`src/rtl/life_io_pkg.sv`:
```
// Shared types and helpers for the Game of Life board I/O adapter.
package life_io_pkg;

    typedef enum logic [1:0] {
        PAL_FULL = 2'd0,
        PAL_HALF = 2'd1,
        PAL_MONO = 2'd2,
        PAL_INV  = 2'd3
    } palette_mode_t;

    // Widest colour channel the expansion helper can produce.
    localparam int MAX_CH_W = 16;

    // Segment pattern {a,b,c,d,e,f,g}, active-high; non-decimal codes are blank.
    function automatic logic [6:0] seg7(input logic [3:0] bcd);
        logic [6:0] pat;
        case (bcd)
            4'd0:    pat = 7'b1111110;
            4'd1:    pat = 7'b0110000;
            4'd2:    pat = 7'b1101101;
            4'd3:    pat = 7'b1111001;
            4'd4:    pat = 7'b0110011;
            4'd5:    pat = 7'b1011011;
            4'd6:    pat = 7'b1011111;
            4'd7:    pat = 7'b1110000;
            4'd8:    pat = 7'b1111111;
            4'd9:    pat = 7'b1111011;
            default: pat = 7'b0000000;
        endcase
        return pat;
    endfunction

    // Expand one core colour bit into a channel of 'width' bits (low bits of the result).
    // any_on/is_green serve the mono mode, where only green lights for any lit pixel.
    function automatic logic [MAX_CH_W-1:0] expand_colour(
        input logic          c,
        input logic          any_on,
        input logic          is_green,
        input palette_mode_t mode,
        input int unsigned   width
    );
        logic [MAX_CH_W-1:0] full;
        logic [MAX_CH_W-1:0] result;
        full   = MAX_CH_W'((33'd1 << width) - 33'd1);
        result = '0;
        case (mode)
            PAL_FULL: result = c ? full : '0;
            PAL_HALF: result = c ? (full >> 1) : '0;
            PAL_MONO: result = (is_green && any_on) ? full : '0;
            PAL_INV:  result = c ? '0 : full;
        endcase
        return result;
    endfunction

endpackage

```
`src/rtl/life_board_io_if.sv`:
```
// Video path between the game core and the VGA pins.
// Timing: *_in are sampled every clock; hsync/vsync/red/green/blue carry the
// same pixel one clock later. There is no back-pressure: every cycle is a pixel.
interface life_board_io_if #(
    parameter int w_vgar = 4,
    parameter int w_vgag = 4,
    parameter int w_vgab = 4
);
    logic              hsync_in;
    logic              vsync_in;
    logic [2:0]        rgb_in;
    logic              hsync;
    logic              vsync;
    logic [w_vgar-1:0] red;
    logic [w_vgag-1:0] green;
    logic [w_vgab-1:0] blue;

    // Core side: drives pixels, observes the pin-side outputs.
    modport master (
        output hsync_in, vsync_in, rgb_in,
        input  hsync, vsync, red, green, blue
    );

    // Adapter side: consumes pixels, drives the VGA pins.
    modport slave (
        input  hsync_in, vsync_in, rgb_in,
        output hsync, vsync, red, green, blue
    );
endinterface

```
`src/rtl/life_key_debounce.sv`:
```
// One-key debouncer: 2-flop synchronizer, stability counter, registered press pulse.
module life_key_debounce #(
    parameter int db_cnt_width = 16
) (
    input  logic clk,
    input  logic rst,
    input  logic key_i,
    output logic level_o,
    output logic press_o
);
    logic                    sync1_q, sync2_q;
    logic [db_cnt_width-1:0] cnt_q, cnt_d;
    logic                    level_q, level_d;
    logic                    level_dly_q;
    logic                    press_q;

    // Count while the synchronized key disagrees with the accepted level; accept at all-ones.
    always_comb begin
        cnt_d   = cnt_q;
        level_d = level_q;
        if (sync2_q == level_q) begin
            cnt_d = '0;
        end else if (&cnt_q) begin
            level_d = sync2_q;
            cnt_d   = '0;
        end else begin
            cnt_d = cnt_q + db_cnt_width'(1);
        end
    end

    // Synchronizer, counter, level and press pulse registers.
    always_ff @(posedge clk or posedge rst) begin
        if (rst) begin
            sync1_q     <= 1'b0;
            sync2_q     <= 1'b0;
            cnt_q       <= '0;
            level_q     <= 1'b0;
            level_dly_q <= 1'b0;
            press_q     <= 1'b0;
        end else begin
            sync1_q     <= key_i;
            sync2_q     <= sync1_q;
            cnt_q       <= cnt_d;
            level_q     <= level_d;
            level_dly_q <= level_q;
            press_q     <= level_q & ~level_dly_q;
        end
    end

    assign level_o = level_q;
    assign press_o = press_q;
endmodule

```
`src/rtl/life_board_io.sv`:
```
// Board-side adapter: key debounce, palette-expanded VGA, BCD generation
// counter shown on a multiplexed seven-segment display and the LEDs.
module life_board_io
    import life_io_pkg::*;
#(
    parameter int clk_mhz        = 50,
    parameter int w_key          = 4,
    parameter int w_sw           = 8,
    parameter int w_led          = 8,
    parameter int w_digit        = 8,
    parameter int w_vgar         = 4,
    parameter int w_vgag         = 4,
    parameter int w_vgab         = 4,
    parameter int db_cnt_width   = 16,
    parameter int scan_cnt_width = 16
) (
    input  logic               clk,
    input  logic               rst,
    input  logic [w_key-1:0]   key,
    input  logic [w_sw-1:0]    sw,
    output logic [w_key-1:0]   key_level,
    output logic [w_key-1:0]   key_press,
    input  logic               gen_tick,
    input  logic               gen_clear,
    life_board_io_if.slave     vga,
    output logic [7:0]         abcdefgh,
    output logic [w_digit-1:0] digit,
    output logic [w_led-1:0]   led
);
    localparam int BCD_W = 4 * w_digit;
    localparam int IDX_W = (w_digit > 1) ? $clog2(w_digit) : 1;
    localparam int unused_clk_mhz = clk_mhz;

    // Only sw[2:1] select the palette; the remaining switches are spare.
    logic unused_sw;
    assign unused_sw = ^sw;

    // ---------------- keys ----------------
    for (genvar i = 0; i < w_key; i++) begin : g_key
        life_key_debounce #(.db_cnt_width(db_cnt_width)) u_db (
            .clk     (clk),
            .rst     (rst),
            .key_i   (key[i]),
            .level_o (key_level[i]),
            .press_o (key_press[i])
        );
    end

    // ---------------- colour path ----------------
    palette_mode_t       mode;
    logic                any_on;
    logic [MAX_CH_W-1:0] red_x, green_x, blue_x;
    logic                hsync_q, vsync_q;
    logic [w_vgar-1:0]   red_q;
    logic [w_vgag-1:0]   green_q;
    logic [w_vgab-1:0]   blue_q;

    // Palette expansion of the current pixel.
    always_comb begin
        mode    = palette_mode_t'(sw[2:1]);
        any_on  = |vga.rgb_in;
        red_x   = expand_colour(vga.rgb_in[2], any_on, 1'b0, mode, w_vgar);
        green_x = expand_colour(vga.rgb_in[1], any_on, 1'b1, mode, w_vgag);
        blue_x  = expand_colour(vga.rgb_in[0], any_on, 1'b0, mode, w_vgab);
    end

    // One pixel of delay for colours and syncs alike, so they stay aligned.
    always_ff @(posedge clk or posedge rst) begin
        if (rst) begin
            hsync_q <= 1'b0;
            vsync_q <= 1'b0;
            red_q   <= '0;
            green_q <= '0;
            blue_q  <= '0;
        end else begin
            hsync_q <= vga.hsync_in;
            vsync_q <= vga.vsync_in;
            red_q   <= red_x[w_vgar-1:0];
            green_q <= green_x[w_vgag-1:0];
            blue_q  <= blue_x[w_vgab-1:0];
        end
    end

    assign vga.hsync = hsync_q;
    assign vga.vsync = vsync_q;
    assign vga.red   = red_q;
    assign vga.green = green_q;
    assign vga.blue  = blue_q;

    // ---------------- generation counter ----------------
    logic [BCD_W-1:0] bcd_q, bcd_d;
    logic             carry;

    // Ripple decimal increment; clear overrides a simultaneous tick.
    always_comb begin
        bcd_d = bcd_q;
        carry = gen_tick;
        for (int i = 0; i < w_digit; i++) begin
            if (carry) begin
                if (bcd_q[4*i +: 4] == 4'd9) begin
                    bcd_d[4*i +: 4] = 4'd0;
                end else begin
                    bcd_d[4*i +: 4] = bcd_q[4*i +: 4] + 4'd1;
                    carry           = 1'b0;
                end
            end
        end
        if (gen_clear) begin
            bcd_d = '0;
        end
    end

    // Counter register.
    always_ff @(posedge clk or posedge rst) begin
        if (rst) bcd_q <= '0;
        else     bcd_q <= bcd_d;
    end

    // LEDs show the low counter bits, zero-extended when the counter is narrower.
    logic [BCD_W+w_led-1:0] led_wide_unused;
    assign led_wide_unused = {{w_led{1'b0}}, bcd_q};
    assign led             = led_wide_unused[w_led-1:0];

    // ---------------- display scan ----------------
    logic [scan_cnt_width-1:0] scan_q;
    logic [IDX_W-1:0]          idx_q;
    logic                      strobe;
    logic [3:0]                cur_bcd;
    logic [w_digit-1:0]        digit_d;
    logic [w_digit-1:0]        digit_q;
    logic [7:0]                seg_q;

    // Select the BCD digit and one-hot enable for the current scan index.
    always_comb begin
        strobe  = &scan_q;
        cur_bcd = 4'd0;
        digit_d = '0;
        for (int i = 0; i < w_digit; i++) begin
            if (idx_q == IDX_W'(i)) begin
                cur_bcd    = bcd_q[4*i +: 4];
                digit_d[i] = 1'b1;
            end
        end
    end

    // Free-running scan counter; digit enable and segments update together on wrap.
    always_ff @(posedge clk or posedge rst) begin
        if (rst) begin
            scan_q  <= '0;
            idx_q   <= '0;
            digit_q <= '0;
            seg_q   <= 8'h00;
        end else begin
            scan_q <= scan_q + scan_cnt_width'(1);
            if (strobe) begin
                digit_q <= digit_d;
                seg_q   <= {seg7(cur_bcd), 1'b0};
                idx_q   <= (idx_q == IDX_W'(w_digit - 1)) ? '0 : idx_q + IDX_W'(1);
            end
        end
    end

    assign digit    = digit_q;
    assign abcdefgh = seg_q;
endmodule

```
`src/flat_wrapper.sv`:
```
// flat-port wrapper written by rule: the top's interface ports become plain ports
module life_board_io_flat import life_io_pkg::*;
#(
    parameter int clk_mhz        = 50,
    parameter int w_key          = 4,
    parameter int w_sw           = 8,
    parameter int w_led          = 8,
    parameter int w_digit        = 8,
    parameter int w_vgar         = 4,
    parameter int w_vgag         = 4,
    parameter int w_vgab         = 4,
    parameter int db_cnt_width   = 16,
    parameter int scan_cnt_width = 16
)
  (clk, rst, key, sw, key_level, key_press, gen_tick, gen_clear, abcdefgh, digit, led, vga_hsync_in, vga_vsync_in, vga_rgb_in, vga_hsync, vga_vsync, vga_red, vga_green, vga_blue);
  life_board_io_if #(.w_vgar(w_vgar), .w_vgag(w_vgag), .w_vgab(w_vgab)) vga_i ();
  input  logic clk;
  input  logic rst;
  input  logic [w_key-1:0] key;
  input  logic [w_sw-1:0] sw;
  output logic [w_key-1:0] key_level;
  output logic [w_key-1:0] key_press;
  input  logic gen_tick;
  input  logic gen_clear;
  output logic [7:0] abcdefgh;
  output logic [w_digit-1:0] digit;
  output logic [w_led-1:0] led;
  input wire logic [$bits(vga_i.hsync_in)-1:0] vga_hsync_in;
  input wire logic [$bits(vga_i.vsync_in)-1:0] vga_vsync_in;
  input wire logic [$bits(vga_i.rgb_in)-1:0] vga_rgb_in;
  output wire logic [$bits(vga_i.hsync)-1:0] vga_hsync;
  output wire logic [$bits(vga_i.vsync)-1:0] vga_vsync;
  output wire logic [$bits(vga_i.red)-1:0] vga_red;
  output wire logic [$bits(vga_i.green)-1:0] vga_green;
  output wire logic [$bits(vga_i.blue)-1:0] vga_blue;
  assign vga_i.hsync_in = vga_hsync_in;
  assign vga_i.vsync_in = vga_vsync_in;
  assign vga_i.rgb_in = vga_rgb_in;
  assign vga_hsync = vga_i.hsync;
  assign vga_vsync = vga_i.vsync;
  assign vga_red = vga_i.red;
  assign vga_green = vga_i.green;
  assign vga_blue = vga_i.blue;
  life_board_io #(.clk_mhz(clk_mhz), .w_key(w_key), .w_sw(w_sw), .w_led(w_led), .w_digit(w_digit), .w_vgar(w_vgar), .w_vgag(w_vgag), .w_vgab(w_vgab), .db_cnt_width(db_cnt_width), .scan_cnt_width(scan_cnt_width)) u_core (.clk(clk), .rst(rst), .key(key), .sw(sw), .key_level(key_level), .key_press(key_press), .gen_tick(gen_tick), .gen_clear(gen_clear), .vga(vga_i), .abcdefgh(abcdefgh), .digit(digit), .led(led));
endmodule
```
`config.mk`:
```
export PLATFORM = sky130hd
export DESIGN_NAME = life_board_io_flat
export DESIGN_NICKNAME = d
export VERILOG_FILES = /design/src/rtl/life_io_pkg.sv /design/src/rtl/life_board_io_if.sv /design/src/rtl/life_key_debounce.sv /design/src/rtl/life_board_io.sv /design/src/flat_wrapper.sv
export SDC_FILE = /design/constraint.sdc
export NUM_CORES = 1
export LEC_CHECK = 0
export CAP_MARGIN = 20
export CORE_MARGIN = 4
export CORE_UTILIZATION = 41
export DETAILED_ROUTE_END_ITERATION = 12
export PLACE_DENSITY = 0.61
export SETUP_SLACK_MARGIN = 0.4
export SLEW_MARGIN = 10
export SYNTH_ARGS = -nofsm -noshare
export SYNTH_HDL_FRONTEND = slang
export SYNTH_HIERARCHICAL = 1
export SYNTH_SLANG_ARGS = --single-unit
```
`constraint.sdc`:
```
create_clock -name clk -period 3.4 [get_ports clk]
set_clock_uncertainty 0.05 [all_clocks]
set_input_delay 0.68 -clock clk [delete_from_list [all_inputs] [get_ports clk]]
set_output_delay 0.68 -clock clk [all_outputs]
set_load 0.005 [all_outputs]
```
# Word-level counts from Yosys, hierarchy flattened
# Memories as Yosys holds them, arrays and structs flattened. A register that Yosys moved wholly into a read port is not among the register bits.
# Cells that the tools add are included.
[word_totals] reg_bits=157 romBits=112 inputBits=21 output_inout_bits=46 elab_cells=178 memories=1
[classes] n_addsub=14 n_eq_ne=22 mux=69 n_bitwise=12 n_reduce_logical=20
[mem_list] memory="(no name shown)" words=16 width=7 rd=1 rd_ports_with_merged_regs=1 wr=0 line="life_io_pkg.sv:17" rtl="case (bcd)"
[ops] operator="$mux W16" count=8
[ops] operator="$mux W4" count=31
[ops] operator="$add A16 B1 Y16 const B" count=5
[ops] operator="$reduce_and A16 Y1" count=5
[ops] operator="$reduce_and A17 Y1" count=4
[ops] operator="$pmux W4 S4" count=3
[ops] operator="$add A4 B1 Y4 const B" count=8
[ops] operator="$eq A4 B4 Y1 const B" count=8
[ops] operator="$mux W32" count=1
[ops] operator="$mux W1" count=22
[ops] operator="$reduce_bool A2 Y1" count=8
[ops] operator="$eq A3 B3 Y1 const B" count=4
[ops] operator="$mux W3" count=4
[ops] operator="$not A1 Y1" count=8
[ops] operator="$eq A3 B2 Y1 const B" count=2
[ops] operator="$and A1 B1 Y1" count=4
[ops] operator="$eq A1 B1 Y1" count=4
[ops] operator="$eq A2 B2 Y1 const B" count=2
[ops] operator="$add A3 B1 Y3 const B" count=1
[ops] operator="$eq A3 B1 Y1 const B" count=1
[ops] operator="$logic_not A3 Y1" count=1
[ops] operator="$reduce_or A3 Y1" count=1
[ops] operator="$eq A2 B1 Y1 const B" count=1
[ops] operator="$logic_not A2 Y1" count=1

# Depth between registers and ports, before layout
# Gate-level depths: netlist (run 1).
[depth] ltp_word=11 mapped_depth=13 ltp_nobuf=11

# Modules after synthesis
# Netlist (run 1), hierarchy kept.
[by_module_without_submodules] mod="life_board_io" instances=1 cells_per_inst=439 area_each_um2=4155.2 seq_area_each_um2=1851.8
[by_module_without_submodules] mod="life_key_debounce" instances=4 cells_per_inst=87 area_each_um2=968.4 seq_area_each_um2=525.5

# Least setup slack after synthesis (run 1)
# Ideal clock, no wire load.
[synth_timing] path_type="register to register" startpoint="register u_core.idx_q[2]" endpoint="register u_core.seg_q[5], in the netlist u_core/abcdefgh[5]" setup_time_ns=0.083 arrival_ns=2.617 required_ns=3.267 slack_ns=0.651 stages_incl_launch_ff=13 n_path_buf=2 synth_period_minus_slack_ns=2.749 cell_sequence="dfrtp_1 -> buf_2 -> clkinv_1 -> ha_1 -> clkbuf_1 -> or2_2 -> a221oi_1 -> o22ai_1 -> a21oi_1 -> inv_1 -> ha_1 -> a31o_2 -> o21ai_0"
[synth_via] elab_chain_len=9 elab_cells_between_ends=16 classes_between="eq/ne: 7; mux: 8; reduce/logical: 1"
[synth_rtl] element="from (decl)" line="life_board_io.sv:126" rtl="logic [IDX_W-1:0] idx_q;"
[synth_rtl] element="from (signal assigned)" line="life_board_io.sv:158" rtl="idx_q <= (idx_q == IDX_W'(w_digit - 1)) ? '0 : idx_q + IDX_W'(1);"
[synth_rtl] element="$logic_not A3 Y1" line="life_board_io.sv:139" rtl="if (idx_q == IDX_W'(i)) begin"
[synth_rtl] element="$mux W4 (7 in series)" line="life_board_io.sv:139"
[synth_rtl] element="$mux W4 (*)" line="life_board_io.sv:139"
[synth_rtl] element="to (decl)" line="life_board_io.sv:131" rtl="logic [7:0] seg_q;"
# Mark *: on every way between the ends. The rest lies on a longest branch, timed or not.
# A chain may end at the register's enable or synchronous reset.

# Final worst setup path (run 1)
[layout_timing] startpoint="register u_core.idx_q[2]" endpoint="register u_core.seg_q[4], in the netlist u_core/abcdefgh[4]"
# The elaborated chain is that of the path after synthesis.

==> out/results.txt, run 1 <==
status: finished clean
most frequent cell after synthesis: dfrtp_1
CTS Hold Bufs: 0
GRT overflow: 0
cells along the critical path: clkinv_1, ha_2, or2_2, a221oi_1, o22ai_1, a21o_1, inv_1, ha_1, a41oi_1, o21ai_0
FILL cells: 1782
Least-Margin Pin Slew: 0.821 ns
Syn. warnings: 6
max incr delay on CP: 0.34 ns
vias post-DR: 5506
Tot GR Track Use: 0.144
DR iter-0 viols: 263
Flop pwr share: 0.472
Worst Setup End Kind: flop
Max Cap Violations: 0
CTS H-tree depth: 4
Synth top area share: 0.492
max-slew violation count: 0
area occupied by multi-input gates: 3650 µm²
clock tree buffer depth: 2
post-synthesis sequential area ratio: 0.492
Placed Area: 8770 µm²
Max Freq: 0.368 GHz
vias in the first global route: 5360
clock sinks: 158
number of antenna violations at the first check in global routing: 0
nets@finish: 887
core area: 19000 µm²
largest net degree at the start of global routing: 45
Syn Std Cell Area: 8030 µm²
clk_lat worst skew: 0.41 ns
FF+latch area: 3950 µm²
share of cells above drive strength 1: 0.0957
CP max stage cell: dfrtp_1
# IOs: 67
Synth area leader: dfrtp_1
HPWL after detailed placement: 10.5 mm
diode count: 0
drt first pass iters: 4
die height: 148 µm
CP Max Fanout: 9
Yosys cell types: 58
Internal Power: 3.16 mW
DR WL/cell: 13.7 µm
EDFF count, synth: 0
CTS buffer count: 17
Initial Util: 0.424
final hold violations: 0
met1 Usage GRT: 0.203
ys flop type: dfrtp_1
IO Port Bufs: 59
RSZ-0062 raised after global routing: false
Worst VDD drop: 0.356 mV
CP Class: reg2reg
row count: 50
switching pwr: 0.920 mW
Final Setup Violations: 0
DRC Markers: 0
Clock Pin Slew Worst Setup and Hold Paths: 0.07 ns
Slew headroom: 0.452
die width: 148 µm
met3 Usage GRT: 0.0322
first-pass GRT wire length: 26.1 mm
post-route cell area: 9390 µm²
Via density: 4.98
Seq cells post-synth: 158
Post-CTS Setup Inserts: 0
CTS tree: yes
ys async rst share: 1.00
Critical Path Source Type: flop
power share of the combinational group: 0.046
Synth top cells by count: 158 x dfrtp_1, 85 x nor2_1, 60 x nand2_1
Syn Inst Count: 787
Crit path required time: 3.63 ns
Root Buffer: clkbuf_16
DRT antenna net count: 0
synthesized net count: 841
Pwr Density: 435 nW/µm²
routability cong.: 0.778
Layout Area Growth over Synthesis: 16.9%
P_leak: 4.22 nW
Area contributors post-synth: dfrtp_1 49%, ha_1 5.1%, xor2_1 5.1%
Period Utilization, post-route: 0.800
min Tclk post-route: 2.72 ns
final setup TNS: 0 ns
die area: 21900 µm²
Hold/Removal Path Class: reg2reg
Clk network pwr share: 0.481
Sw Share: 0.226
arrival time worst endpoint: 2.95 ns
average size of a mapped cell: 10.2 µm²
WL final: 15.1 mm
gr busiest metal: met2
M2 GR Usage: 0.227
critical path, delay by kind of cell, from the launching register on:
family	cells	cell delay [ns]
AND/OR/NAND/NOR	1	0.31
AO/OA/AOI/OAI	5	1.02
buffers and inverters	2	0.33
flip-flops	1	0.34
adder cells (fa/ha/maj)	2	0.55
kinds of logic after synthesis:
group / after synthesis / synth area share
other: 1 / 0.000467
and+or+nand+nor: 314 / 0.222
DFF: 158 / 0.492
adders and majority gates: 33 / 0.0514
muxes: 9 / 0.0120
buffers and inverters: 86 / 0.0541
xor gates and xnor gates: 76 / 0.0829
AOI/OAI and AO/OA: 110 / 0.0848
power by group through the flow:
stage | Combinational (mW) | Sequential, mW | Clock, mW
2_1_floorplan | 0.123 | 1.96 | 0
3_3_place_gp | 0.194 | 1.96 | 0
3_5_place_dp | 0.194 | 1.96 | 0
4_1_cts | 0.195 | 1.93 | 2.02
5_1_grt | 0.217 | 1.93 | 2.11
6_report | 0.188 | 1.93 | 1.96
flip-flops by register name, indices dropped and copies added, names as in the netlist, 7 cells and up:
| name | cells |
|---|---|
| u_core/bcd_q | 32 |
| u_core/scan_q | 16 |
| u_core/digit | 8 |
| u_core/g_key.u_db/cnt_q | 64 |
| u_core/abcdefgh | 7 |
final cells by class:
cell class	count	share of cell area
inverters	43	0.0173
well taps	260	0.0347
clock inverters	13	0.0185
clock buffers	19	0.0461
repair buffers	70	0.0731
flip-flops and latches	158	0.421
multi-input cells	543	0.389
placed cells by master, fill, tap and decap left out, types with 7 or more instances in the layout:
cell,count
nand3_1,34
clkdlybuf4s50_1,59
nor2b_1,7
xnor2_1,29
buf_4,10
o21ai_0,29
a21oi_1,32
dfrtp_1,158
nand4_4,8
xor2_1,47
and2_1,7
nand4_1,24
or3_1,17
clkbuf_16,17
nand2_1,60
nor2_1,85
nor3_1,11
inv_1,41
and4_1,14
nand3b_1,7
a31oi_1,12
and3_1,8
nand2b_1,7
ha_1,32
per-layer routing:
layer	up-vias	routed length (µm)
met3	9	469
met5	-	0
met2	69	6970
li1	2799	-
met1	2629	7550
met4	0	149
path summary, 6_finish.rpt:
path	from	to	slack, ns	cells after the start
worst max-delay path	u_core/idx_q[2]	u_core/abcdefgh[4]	0.68	10
worst max register to register	u_core/idx_q[2]	u_core/abcdefgh[4]	0.68	10
worst min register to register	u_core/g_key[0].u_db/sync1_q	u_core/g_key[0].u_db/sync2_q	0.30	0
max in group asynchronous	rst	u_core/g_key[1].u_db/level_dly_q	1.95	2
min in group asynchronous	rst	u_core/vga.vsync	0.71	2
worst min-delay path	u_core/g_key[0].u_db/sync1_q	u_core/g_key[0].u_db/sync2_q	0.30	0
metrics by stage:
step                power (mW)  hold slack [ns]   util  worst slack [ns]  std cells
finish                    4.08            0.299  0.495             0.681       1106
global placement          2.16            0.287  0.463             0.459       1074
floorplan                 2.08            0.281      -             0.651        787
detailed placement        2.16            0.286  0.463             0.421       1074
global route              4.25            0.310  0.495             0.403       1106
CTS                       4.14            0.304  0.495             0.483       1106
what timing repair did:
item | CTS | global route
endpoints found under the hold margin | 0 | 0
resized for setup | 0 | 3
setup endpoints to repair | 0 | 7
Note: power is estimated with default switching activity, not from simulation.
==> run 2, diff against run 1 <==
- clock period: 3.4 -> 2.85 ns (I/O delays scaled with it)
==> run 2 against run 1 <==
  * Cell area is 4.2% higher
  * Critical path depth grew 1
  * Sequential share of layout area is 1.7 points lower
  * Global-route usage rose by 0.80 points
  * Total power grew 21%
  * Critical path type unchanged
  * Clock-buffer cell count rose by 2
  * Highest routed layer unchanged
  * Die area unchanged
  * Combinational power rose by 37%
  * Non-clock buffer count is 24 higher
  * Core utilization is 2.1 points higher
==> out/results.txt, run 2 (synthesized netlist as in run 1, its figures left out) <==
status: finished clean (unchanged)
DRT antenna net count: 0 (unchanged)
crit-path most repeated cell: ha_4
clock tree buffer depth: 2 (unchanged)
first-pass GRT wire length: 27.1 mm (was 26.1 mm)
Hold/Removal Path Class: reg2reg (unchanged)
core area: 19000 µm² (unchanged)
CTS tree: yes (unchanged)
Most flops, register: u_core/g_key.u_db/cnt_q (unchanged)
GRT overflow: 0 (unchanged)
P_leak: 4.35 nW (was 4.22 nW)
Slew headroom: 0.435 (was 0.452)
die width: 148 µm (unchanged)
WP depth: 11 (was 10)
R2R cell count: 11 (was 10)
Pwr Density: 503 nW/µm² (was 435 nW/µm²)
max-slew violation count: 0 (unchanged)
Least-Margin Pin Slew: 0.847 ns (was 0.821 ns)
min Tclk post-route: 2.48 ns (was 2.72 ns)
CTS buffer count: 17 (unchanged)
routability cong.: 0.789 (was 0.778)
hold depth: 0 (unchanged)
DRC Markers: 0 (unchanged)
DP Cell Count: 1083 (was 1074)
Tot GR Track Use: 0.152 (was 0.144)
CP max stage cell: dfrtp_1 (unchanged)
Max Freq: 0.404 GHz (was 0.368 GHz)
DR iter-0 viols: 228 (was 263)
vias in the first global route: 5458 (was 5360)
Max Cap Violations: 0 (unchanged)
crit path buf inv count: 1 (was 2)
IO Port Bufs: 59 (unchanged)
clk_lat worst skew: 0.42 ns (was 0.41 ns)
RSZ-0062 raised after global routing: true (was false)
Largest regs: u_core/g_key.u_db/cnt_q (64), u_core/bcd_q (32), u_core/scan_q (16) (unchanged)
CP Max Fanout: 5 (was 9)
most frequent cells in the layout: 156 x dfrtp_1, 84 x nor2_1, 59 x clkdlybuf4s50_1, 58 x nand2_1, 47 x xor2_1 (was 158 x dfrtp_1, 85 x nor2_1, 60 x nand2_1, 59 x clkdlybuf4s50_1, 47 x xor2_1)
Via density: 5.02 (was 4.98)
Worst Setup End Kind: flop (unchanged)
final hold violations: 0 (unchanged)
Non-Filler Instances: 1130 (was 1106)
Final Setup Violations: 0 (unchanged)
share of cells above drive strength 1: 0.151 (was 0.0957)
CP Class: reg2reg (unchanged)
final setup margin: 0.373 ns (was 0.681 ns)
Period Utilization, post-route: 0.869 (was 0.800)
clock sinks: 158 (unchanged)
die area: 21900 µm² (unchanged)
# IOs: 67 (unchanged)
Initial Util: 0.424 (unchanged)
area occupied by multi-input gates: 3830 µm² (was 3650 µm²)
cells along the critical path: ha_2, ha_4, or2_4, a221oi_4, o22ai_2, a21o_1, inv_2, ha_4, nor2_2, a32oi_1, o21ai_1 (was clkinv_1, ha_2, or2_2, a221oi_1, o22ai_1, a21o_1, inv_1, ha_1, a41oi_1, o21ai_0)
FILL cells: 1703 (was 1782)
Layout Area Growth over Synthesis: 21.8% (was 16.9%)
number of antenna violations at the first check in global routing: 0 (unchanged)
Root Buffer: clkbuf_16 (unchanged)
Critical Path Source Type: flop (unchanged)
max incr delay on CP: 0.42 ns (was 0.34 ns)
CTS Hold Bufs: 0 (unchanged)
WL final: 16.2 mm (was 15.1 mm)
diode count: 0 (unchanged)
most common cell after layout, fill and taps aside: dfrtp_1 (unchanged)
pre-CTS setup slack: 0.168 ns (was 0.421 ns)
Crit path required time: 3.10 ns (was 3.63 ns)
DR WL/cell: 14.3 µm (was 13.7 µm)
Top delay family on crit path: compound AO/OA/AOI/OAI gates (unchanged)
CTS H-tree depth: 4 (unchanged)
max reg flops: 64 (unchanged)
HPWL after detailed placement: 10.7 mm (was 10.5 mm)
nets@finish: 911 (was 887)
Clock Pin Slew Worst Setup and Hold Paths: 0.06 ns (was 0.07 ns)
die height: 148 µm (unchanged)
row count: 50 (unchanged)
largest net degree at the start of global routing: 33 (was 45)
Worst VDD drop: 0.346 mV (was 0.356 mV)
final setup TNS: 0 ns (unchanged)
FF+latch area: 3960 µm² (was 3950 µm²)
Hold Slack: 0.299 ns (about the same)
drt first pass iters: 4 (unchanged)
vias post-DR: 5675 (was 5506)
arrival time worst endpoint: 2.72 ns (was 2.95 ns)
-- run 2: final timing paths --
kind | startpoint | to | slack, ns
setup / recovery | u_core/idx_q[0] | u_core/abcdefgh[2] | 0.37
hold / removal | u_core/g_key[3].u_db/sync1_q | u_core/g_key[3].u_db/sync2_q | 0.30
setup reg to reg | u_core/idx_q[0] | u_core/abcdefgh[2] | 0.37
hold reg to reg | u_core/g_key[3].u_db/sync1_q | u_core/g_key[3].u_db/sync2_q | 0.30
max in group asynchronous | rst | u_core/g_key[1].u_db/cnt_q[0] | 1.44
min in group asynchronous | rst | u_core/g_key[3].u_db/cnt_q[14] | 0.63
-- run 2: final cells by class --
class                           count  area share
Clock buffer                       21      0.0471
Clock inverter                     11      0.0159
Inverter                           43      0.0174
Multi-Input combinational cell    543       0.392
Sequential cell                   158       0.404
Tap cell                          260      0.0333
Timing Repair Buffer               94      0.0902
-- run 2: per-stage QoR --
stage / utilization / instance area (µm²) / power (mW)
final: 0.516 / 9780 / 4.92
after global routing: 0.516 / 9780 / 5.12
after CTS: 0.506 / 9600 / 4.99
after floorplan: - / 8050 / 2.48
after detailed placement: 0.467 / 8860 / 2.58
after global placement: 0.467 / 8860 / 2.58
-- run 2: report_power, final --
| group | internal [mW] | leakage [nW] | switching [mW] |
|---|---|---|---|
| sequential | 2.27 | 2.15 | 0.0246 |
| combinational | 0.113 | 1.91 | 0.143 |
| clock | 1.44 | 0.299 | 0.931 |
| total | 3.82 | 4.35 | 1.10 |
-- run 2: metal layers --
metal	vias to the layer above	GRT usage	wire length, µm
li1	2852	-	-
met1	2725	0.215	7960
met2	86	0.231	7400
met3	12	0.0395	618
met4	0	0.0471	184
met5	-	0	0
-- run 2: repair_timing --
item / 4_1_cts / 5_1_grt
pin swaps: 5 / 16
setup endpoints to repair: 7 / 12
buffers inserted: 9 / 6
resized for setup: 14 / 31
